$ cat src/rtl/linebuf_pkg.sv
// Shared state encoding and pixel-format constants for the scanline buffer sequencer.
package linebuf_pkg;

    localparam int LINE_PIXELS = 256;
    localparam int IDX_W       = 8;

    localparam int         PIX_PRI_BIT  = 7;
    localparam int         PIX_SPR_BIT  = 5;
    localparam logic [4:0] SPR_PAL_BASE = 5'h10;

    typedef enum logic [2:0] {
        IDLE    = 3'd0,
        BG      = 3'd1,
        SPR_REQ = 3'd2,
        SPR_RMW = 3'd3,
        DONE    = 3'd4
    } state_e;

    // Background pixels keep only priority and palette index; bits 6:5 are cleared.
    function automatic logic [7:0] bg_pixel(input logic [7:0] raw);
        return {raw[7], 2'b00, raw[4:0]};
    endfunction

endpackage

$ cat src/rtl/linebuf_spr_merge.sv
// Combinational sprite-over-pixel merge: first sprite wins, priority background
// hides the sprite but still marks the pixel occupied.
module linebuf_spr_merge
    import linebuf_pkg::*;
(
    input  logic [7:0] old_pix_i,
    input  logic [3:0] color_i,
    output logic [7:0] new_pix_o,
    output logic       collision_o
);

    // Resolve the stored pixel against one opaque sprite colour.
    always_comb begin
        new_pix_o   = old_pix_i;
        collision_o = 1'b0;
        if (old_pix_i[PIX_SPR_BIT]) begin
            collision_o = 1'b1;
        end else if (old_pix_i[PIX_PRI_BIT] && (old_pix_i[3:0] != 4'h0)) begin
            new_pix_o[PIX_SPR_BIT] = 1'b1;
        end else begin
            new_pix_o = {2'b00, 1'b1, SPR_PAL_BASE | {1'b0, color_i}};
        end
    end

endmodule

$ cat src/rtl/linebuf_ctrl.sv
// Scanline buffer sequencer: swaps buffer halves on line start, fills the render
// half with background pixels, then merges sprites by read-modify-write on port 1.
module linebuf_ctrl
    import linebuf_pkg::*;
(
    input  logic             clk,
    input  logic             rst_n,
    input  logic             line_start,
    output logic             linesel,
    output logic             busy,
    output logic             done,
    output logic             overrun,
    input  logic             bg_valid,
    output logic             bg_ready,
    input  logic [7:0]       bg_data,
    input  logic             spr_valid,
    output logic             spr_ready,
    input  logic [IDX_W-1:0] spr_x,
    input  logic [3:0]       spr_color,
    input  logic             spr_last,
    output logic             spr_collision,
    output logic [IDX_W-1:0] lb_idx,
    output logic [7:0]       lb_wrdata,
    output logic             lb_wren,
    input  logic [7:0]       lb_rddata
);

    localparam logic [IDX_W-1:0] BG_LAST = IDX_W'(LINE_PIXELS - 1);

    state_e           state_q, state_d;
    logic             linesel_q, linesel_d;
    logic [IDX_W-1:0] bg_cnt_q, bg_cnt_d;
    logic [IDX_W-1:0] spr_x_q, spr_x_d;
    logic [3:0]       spr_color_q, spr_color_d;
    logic             spr_last_q, spr_last_d;
    logic             done_q, done_d;
    logic             overrun_q, overrun_d;
    logic             coll_q, coll_d;
    logic [7:0]       merge_pix_s;
    logic             merge_coll_s;

    linebuf_spr_merge u_merge (
        .old_pix_i   (lb_rddata),
        .color_i     (spr_color_q),
        .new_pix_o   (merge_pix_s),
        .collision_o (merge_coll_s)
    );

    assign linesel       = linesel_q;
    assign busy          = (state_q != IDLE);
    assign done          = done_q;
    assign overrun       = overrun_q;
    assign spr_collision = coll_q;

    // Next-state and line buffer port 1 drive; line_start overrides everything.
    always_comb begin
        state_d     = state_q;
        linesel_d   = linesel_q;
        bg_cnt_d    = bg_cnt_q;
        spr_x_d     = spr_x_q;
        spr_color_d = spr_color_q;
        spr_last_d  = spr_last_q;
        overrun_d   = 1'b0;
        coll_d      = 1'b0;
        bg_ready    = 1'b0;
        spr_ready   = 1'b0;
        lb_idx      = '0;
        lb_wrdata   = 8'h00;
        lb_wren     = 1'b0;
        if (line_start) begin
            state_d   = BG;
            linesel_d = ~linesel_q;
            bg_cnt_d  = '0;
            overrun_d = (state_q != IDLE);
        end else begin
            case (state_q)
                IDLE: begin
                    state_d = IDLE;
                end
                BG: begin
                    bg_ready = 1'b1;
                    lb_idx   = bg_cnt_q;
                    if (bg_valid) begin
                        lb_wren   = 1'b1;
                        lb_wrdata = bg_pixel(bg_data);
                        bg_cnt_d  = bg_cnt_q + 1'b1;
                        state_d   = (bg_cnt_q == BG_LAST) ? SPR_REQ : BG;
                    end else begin
                        state_d = BG;
                    end
                end
                SPR_REQ: begin
                    spr_ready = 1'b1;
                    lb_idx    = spr_x;
                    if (!spr_valid) begin
                        state_d = SPR_REQ;
                    end else if (spr_color == 4'h0) begin
                        state_d = spr_last ? DONE : SPR_REQ;
                    end else begin
                        spr_x_d     = spr_x;
                        spr_color_d = spr_color;
                        spr_last_d  = spr_last;
                        state_d     = SPR_RMW;
                    end
                end
                SPR_RMW: begin
                    // Read data addressed in SPR_REQ arrives now; write back in place.
                    lb_idx    = spr_x_q;
                    lb_wren   = 1'b1;
                    lb_wrdata = merge_pix_s;
                    coll_d    = merge_coll_s;
                    state_d   = spr_last_q ? DONE : SPR_REQ;
                end
                DONE: begin
                    state_d = IDLE;
                end
                default: begin
                    state_d = IDLE;
                end
            endcase
        end
        done_d = (state_d == DONE);
    end

    // State, capture and pulse registers.
    always_ff @(posedge clk or negedge rst_n) begin
        if (!rst_n) begin
            state_q     <= IDLE;
            linesel_q   <= 1'b0;
            bg_cnt_q    <= '0;
            spr_x_q     <= '0;
            spr_color_q <= 4'h0;
            spr_last_q  <= 1'b0;
            done_q      <= 1'b0;
            overrun_q   <= 1'b0;
            coll_q      <= 1'b0;
        end else begin
            state_q     <= state_d;
            linesel_q   <= linesel_d;
            bg_cnt_q    <= bg_cnt_d;
            spr_x_q     <= spr_x_d;
            spr_color_q <= spr_color_d;
            spr_last_q  <= spr_last_d;
            done_q      <= done_d;
            overrun_q   <= overrun_d;
            coll_q      <= coll_d;
        end
    end

endmodule

$ cat config.mk
export PLATFORM = sky130hd
export DESIGN_NAME = linebuf_ctrl
export DESIGN_NICKNAME = d
export VERILOG_FILES = /design/src/rtl/linebuf_pkg.sv /design/src/rtl/linebuf_spr_merge.sv /design/src/rtl/linebuf_ctrl.sv
export SDC_FILE = /design/constraint.sdc
export NUM_CORES = 1
export LEC_CHECK = 0
export CAP_MARGIN = 20
export CORE_ASPECT_RATIO = 0.7
export CORE_MARGIN = 2
export CORE_UTILIZATION = 47
export CTS_BUF_LIST = sky130_fd_sc_hd__clkbuf_8
export CTS_CLUSTER_DIAMETER = 100
export DETAILED_ROUTE_END_ITERATION = 10
export PLACE_DENSITY = 0.81
export SYNTH_ARGS = -nofsm -noshare
export SYNTH_HDL_FRONTEND = slang
export SYNTH_SLANG_ARGS = --single-unit
$ cat constraint.sdc
create_clock -name clk -period 2.4 [get_ports clk]
set_input_delay 0.24 -clock clk [delete_from_list [all_inputs] [get_ports clk]]
set_output_delay 0.24 -clock clk [all_outputs]
set_load 0.02 [all_outputs]
# ---- After elaboration in Yosys (flattened, before gate mapping)
# Cells that the tools add are included.
dict set report classes {
  n_mux 30
  add_sub_neg 1
  n_eq_ne 5
  multipliers 0
  n_reduce_logical 8
  shifts 0
  magnitude_cmp 0
  div 0
  n_bitwise 3
}
# cell n
set op_table {}
lappend op_table {{$mux W8} 7}
lappend op_table {{$pmux W8 S3} 1}
lappend op_table {{$pmux W8 S2} 1}
lappend op_table {{$mux W3} 5}
lappend op_table {{$mux W1} 10}
lappend op_table {{$pmux W3 S3} 1}
lappend op_table {{$add A8 B1 Y8 const B} 1}
lappend op_table {{$eq A8 B8 Y1 const B} 1}
lappend op_table {{$eq A3 B2 Y1 const B} 2}
lappend op_table {{$mux W2} 3}
lappend op_table {{$mux W5} 1}
lappend op_table {{$logic_not A4 Y1} 1}
lappend op_table {{$reduce_and A4 Y1} 1}
lappend op_table {{$reduce_bool A2 Y1} 2}
lappend op_table {{$reduce_bool A4 Y1} 1}
lappend op_table {{$eq A3 B1 Y1 const B} 1}
lappend op_table {{$eq A3 B3 Y1 const B} 1}
lappend op_table {{$not A1 Y1} 3}
lappend op_table {{$reduce_bool A3 Y1} 1}
lappend op_table {{$pmux W1 S2} 1}
lappend op_table {{$reduce_and A2 Y1} 1}
lappend op_table {{$logic_and A1 B1 Y1} 1}
dict set report totals {
  romBits 0
  latch_bits 0
  in_bits 34
  out_inout_bits 24
  n_memories 0
  ff_bits 28
  ramBits 0
}

# ---- Depth between registers and ports, before layout
# Gate-level depths: netlist of run 1.
dict set report depth {
  ltp_word 6
  depth_mapped 5
  ltp_nobuf 4
}

# ---- Modules after synthesis
# From an unflattened synthesis of run 1, not the netlist that was laid out.
dict set report unflattened {
  cells_unflattened 177
  hier_area_um2 1752.9
}
# module cells_per_inst area_each_um2 seq_area_each_um2 n_inst
set by_module_without_submodules {}
lappend by_module_without_submodules {linebuf_ctrl 156 1624.1 700.7 1}
lappend by_module_without_submodules {linebuf_spr_merge 21 128.9 0.0 1}

# ---- Worst setup path before layout of run 1
# No wires, ideal clock.
dict set report synth_path {
  path_kind {reg2reg}
  from {register state_q[2]}
  to {register spr_color_q[3]}
  stages_incl_launch_ff 5
  setup_slack_ns 0.732
  t_arrival_ns 1.543
  setup_time_ns 0.125
  required_ns 2.275
  n_path_buf 1
  synth_period_minus_slack_ns 1.668
  cell_sequence {dfrtp_1 > or3b_4 > nor3_4 > buf_12 > mux2_4}
}
dict set report synth_via {
  elab_chain_len 2
}
# item line
set synth_rtl {}
lappend synth_rtl {{start: declaration} linebuf_ctrl.sv:30} ;# state_e state_q, state_d;
lappend synth_rtl {{start signal: assignment} linebuf_ctrl.sv:138} ;# state_q <= state_d;
lappend synth_rtl {{$eq A3 B2 Y1} linebuf_ctrl.sv:76} ;# case (state_q)
lappend synth_rtl {{$reduce_and A4 Y1 (no source line)} n/a}
lappend synth_rtl {{end signal: assignment} linebuf_ctrl.sv:142} ;# spr_color_q <= spr_color_d;
lappend synth_rtl {{end: declaration} linebuf_ctrl.sv:34} ;# logic [3:0] spr_color_q, spr_color_d;
# Every way passes these cells.
# A chain may end at the register's enable or synchronous reset.

# ---- Worst setup path in the final report of run 1
dict set report layout_path {
  from {register state_q[1]}
  to {output port spr_ready}
}
dict set report layout_via {
  elab_chain_len 3
}
# item line
set layout_rtl {}
lappend layout_rtl {{$eq A3 B2 Y1} linebuf_ctrl.sv:76}
lappend layout_rtl {{$mux W1} linebuf_ctrl.sv:76}
lappend layout_rtl {{$mux W1} linebuf_ctrl.sv:70} ;# if (line_start) begin
lappend layout_rtl {{end: declaration} linebuf_ctrl.sv:17} ;# output logic spr_ready,
# Every way passes these cells.

==> results of run 1 <==
[where the power goes]
| part | switching (W) | leakage [nW] | internal, W |
|---|---|---|---|
| clock | 0.000152 | 0.0357 | 0.000224 |
| combinational | 0.0000869 | 0.696 | 0.0000977 |
| sequential | 0.0000119 | 0.378 | 0.000484 |
| total | 0.000251 | 1.11 | 0.000806 |
[layout make-up]
type                    instances  area [sq um]
clock buffers                   3          41.3
multi-input cells             122           920
clock inverters                 1          30.0
flip-flops and latches         28           702
well taps                      50          62.6
inverters                       3          11.3
repair buffers                 66           656
fillers                       276          1070
[kinds of logic (layout without fill, tap and decap cells)]
family                     after synthesis  in the layout  share of synthesized area [%]
AOI/OAI and AO/OA                       39             39                           15.5
buffers and inverters                   15             73                           4.71
DFF                                     28             28                           41.2
muxes                                   21             21                           16.1
and+or+nand+nor                         59             59                           20.6
adders and majority gates                1              1                          0.736
xor gates and xnor gates                 2              2                           1.03
[layer usage]
layer  vias up  GRT usage, %  part of all wire [%]
met4         0          4.97                   1.1
met3         4          5.16                   7.7
met5         -             0                     0
met1       791          30.9                    43
li1        736             -                     -
met2        64          38.6                    48
[cell usage after synthesis (3+ instances only)]
cell	number	share of area, %
o31ai_1	4	1.8
a22oi_1	8	3.5
nor2b_1	4	1.5
clkbuf_1	6	1.3
mux2_2	11	7.3
mux2_4	10	8.8
nand2_1	9	2.0
nand4_1	5	1.8
a32oi_1	4	2.1
buf_2	3	0.88
dfrtp_1	28	41
a21oi_1	15	4.4
inv_1	3	0.66
nor2_1	14	3.1
or4_1	5	2.2
or3_1	4	1.5
[path summary, 6_finish.rpt]
path | endpoint | slack (ns) | from
max | spr_ready | 0.07 | state_q[1]$_DFF_PN0_
min | spr_x_q[5]$_DFFE_PN0P_ | 0.33 | rst_n
max reg2reg | spr_color_q[2]$_DFFE_PN0P_ | 0.48 | state_q[1]$_DFF_PN0_
min reg2reg | linesel$_DFFE_PN0P_ | 0.48 | linesel$_DFFE_PN0P_
max in group asynchronous | state_q[1]$_DFF_PN0_ | 1.79 | rst_n
min in group clk | linesel$_DFFE_PN0P_ | 0.48 | linesel$_DFFE_PN0P_
[timing repair]
action                     4_1_cts  5_1_grt
hold buffers                     0        0
setup endpoints to repair        6       15
hold endpoints to repair         0        0
pin swaps                        0        0
resized for setup                1       10
[registers in the layout, summed over array words and instances, names as in the netlist]
register,cells
bg_cnt_q,8
done,1
spr_collision,1
linesel,1
spr_x_q,8
overrun,1
state_q,3
spr_color_q,4
spr_last_q,1
[worst register-to-register path, cell delays in order, from the launching register on]
cell	delay (ns)
dfrtp_2	0.44
buf_4	0.21
or3b_4	0.44
nor3_4	0.14
buf_4	0.23
mux2_2	0.35
[through the flow]
step	area [sq um]	instances	hold WS, ns	utilization (%)
finish	2420	273	0.329	69.4
CTS	2400	273	0.348	68.7
global placement	2330	269	0.453	66.6
global route	2420	273	0.357	69.4
floorplan	1700	165	-0.0556	-
detailed placement	2330	269	0.479	66.6
==> out/qor.txt, run 1 <==
Period utilization - 97.0%
Worst reg-to-reg path cell count - 5
Status - completed
Leading register cell type out of synthesis - dfrtp_1
Worst Setup End Kind - primary output
VDD IR max - 557 uV
CP Launch Type - register
Slew HR - 60.6%
Via count - 1595
Syn Nets - 200
Initial cell density of the core - 48.7%
I/O pins - 58
DR WL/cell - 16.7 um
Post-Syn Area - 1700 sq um
Post-synthesis sequential area ratio - 41.2%
Worst path top cell family by delay - buffers and inverters
Req. time, crit path - 2.16 ns
Post-CTS setup buffers - 0
Core area - 3490 sq um
Critical Path Stages - 4
I/O Buffers - 55
TritonCTS clock tree - built
Max Cap Violations - 0
Max Root-Sink Buffers - 2
Crit-path cells - buf_4, or3b_4, nor2_1, clkdlybuf4s50_1
Flops & latches, synth - 28
Commonest non-fill, non-tap cell in the layout - clkdlybuf4s50_1
Fin crit period - 2.33 ns
Number of synthesized flops with an enable pin - 0
Syn Inst Count - 165
Share of layout cells above drive strength 1 - 19.3%
Synth cell types - 44
Pwr per Cell Area - 436 nW/um^2
Root buffer cell - clkbuf_8
Initial drt markers - 82
Placer Congestion - 0.851
Die area - 4120 sq um
Ys async rst share - 100%
Crit path buf inv count - 2
Final hold vios - 0
Worst Hold Class - in2async
Num CTS Buffers - 3
Static Leak - 1.11 nW
Most frequent cells in the layout - 46 x clkdlybuf4s50_1, 27 x dfrtp_1, 15 x a21oi_1, 14 x nor2_1
Crit path largest cell delay - 0.61 ns
H-tree lvl count - 1
Largest fanout on the critical path - 11
Drt drc - 0
Clock sink count - 28
Routed vias/inst - 5.84
Kind of critical path - reg2out
Later-pin clock latency in the skew report - 0.28 ns
CP arrival - 2.09 ns
Final nets - 259
Clock-pin transition on the worst setup and hold timing paths - 0.10 ns
Vias in the first global route - 1484
Placed wire-length estimate - 3440 um
Final WS setup - 0.0716 ns
Yosys warns - 0
Grt ovf - 0
Pre-CTS setup slack - 0.0279 ns
RSZ-0062 raised after global routing - false
Actual slew at the worst max-slew pin - 0.587 ns
Pwr Total - 0.00106 W
First-pass GRT wire length - 7090 um
WL final - 4550 um
# rows - 18
Largest net degree at the start of global routing - 29
Syn avg cell area - 10.3 sq um
Setup_tns - 0 ns
Diode count - 0
Worst path slowest cell - clkdlybuf4s50_1
Chip width - 75.9 um
Gr usage total - 23.1%
Worst Skew - 0.00384 ns
Final setup viols - 0
Final Max Tran Viols - 0
FMAX - 429 MHz
Initial antenna violation count - 0
P&R area growth vs syn - 42.6%
Die height - 54.3 um
First drt pass iteration count - 4
Antenna Nets Post-Route - 0
Note: power is estimated with default switching activity, not from simulation.
==> run 2: changes to the inputs <==
- CAP_MARGIN: 20 -> 40
- CTS_CLUSTER_DIAMETER: 100 -> not set
- HOLD_SLACK_MARGIN: not set -> 0.1
==> results of run 2 <==
No change in the layout: final DEF, timing and power equal those of run 1.
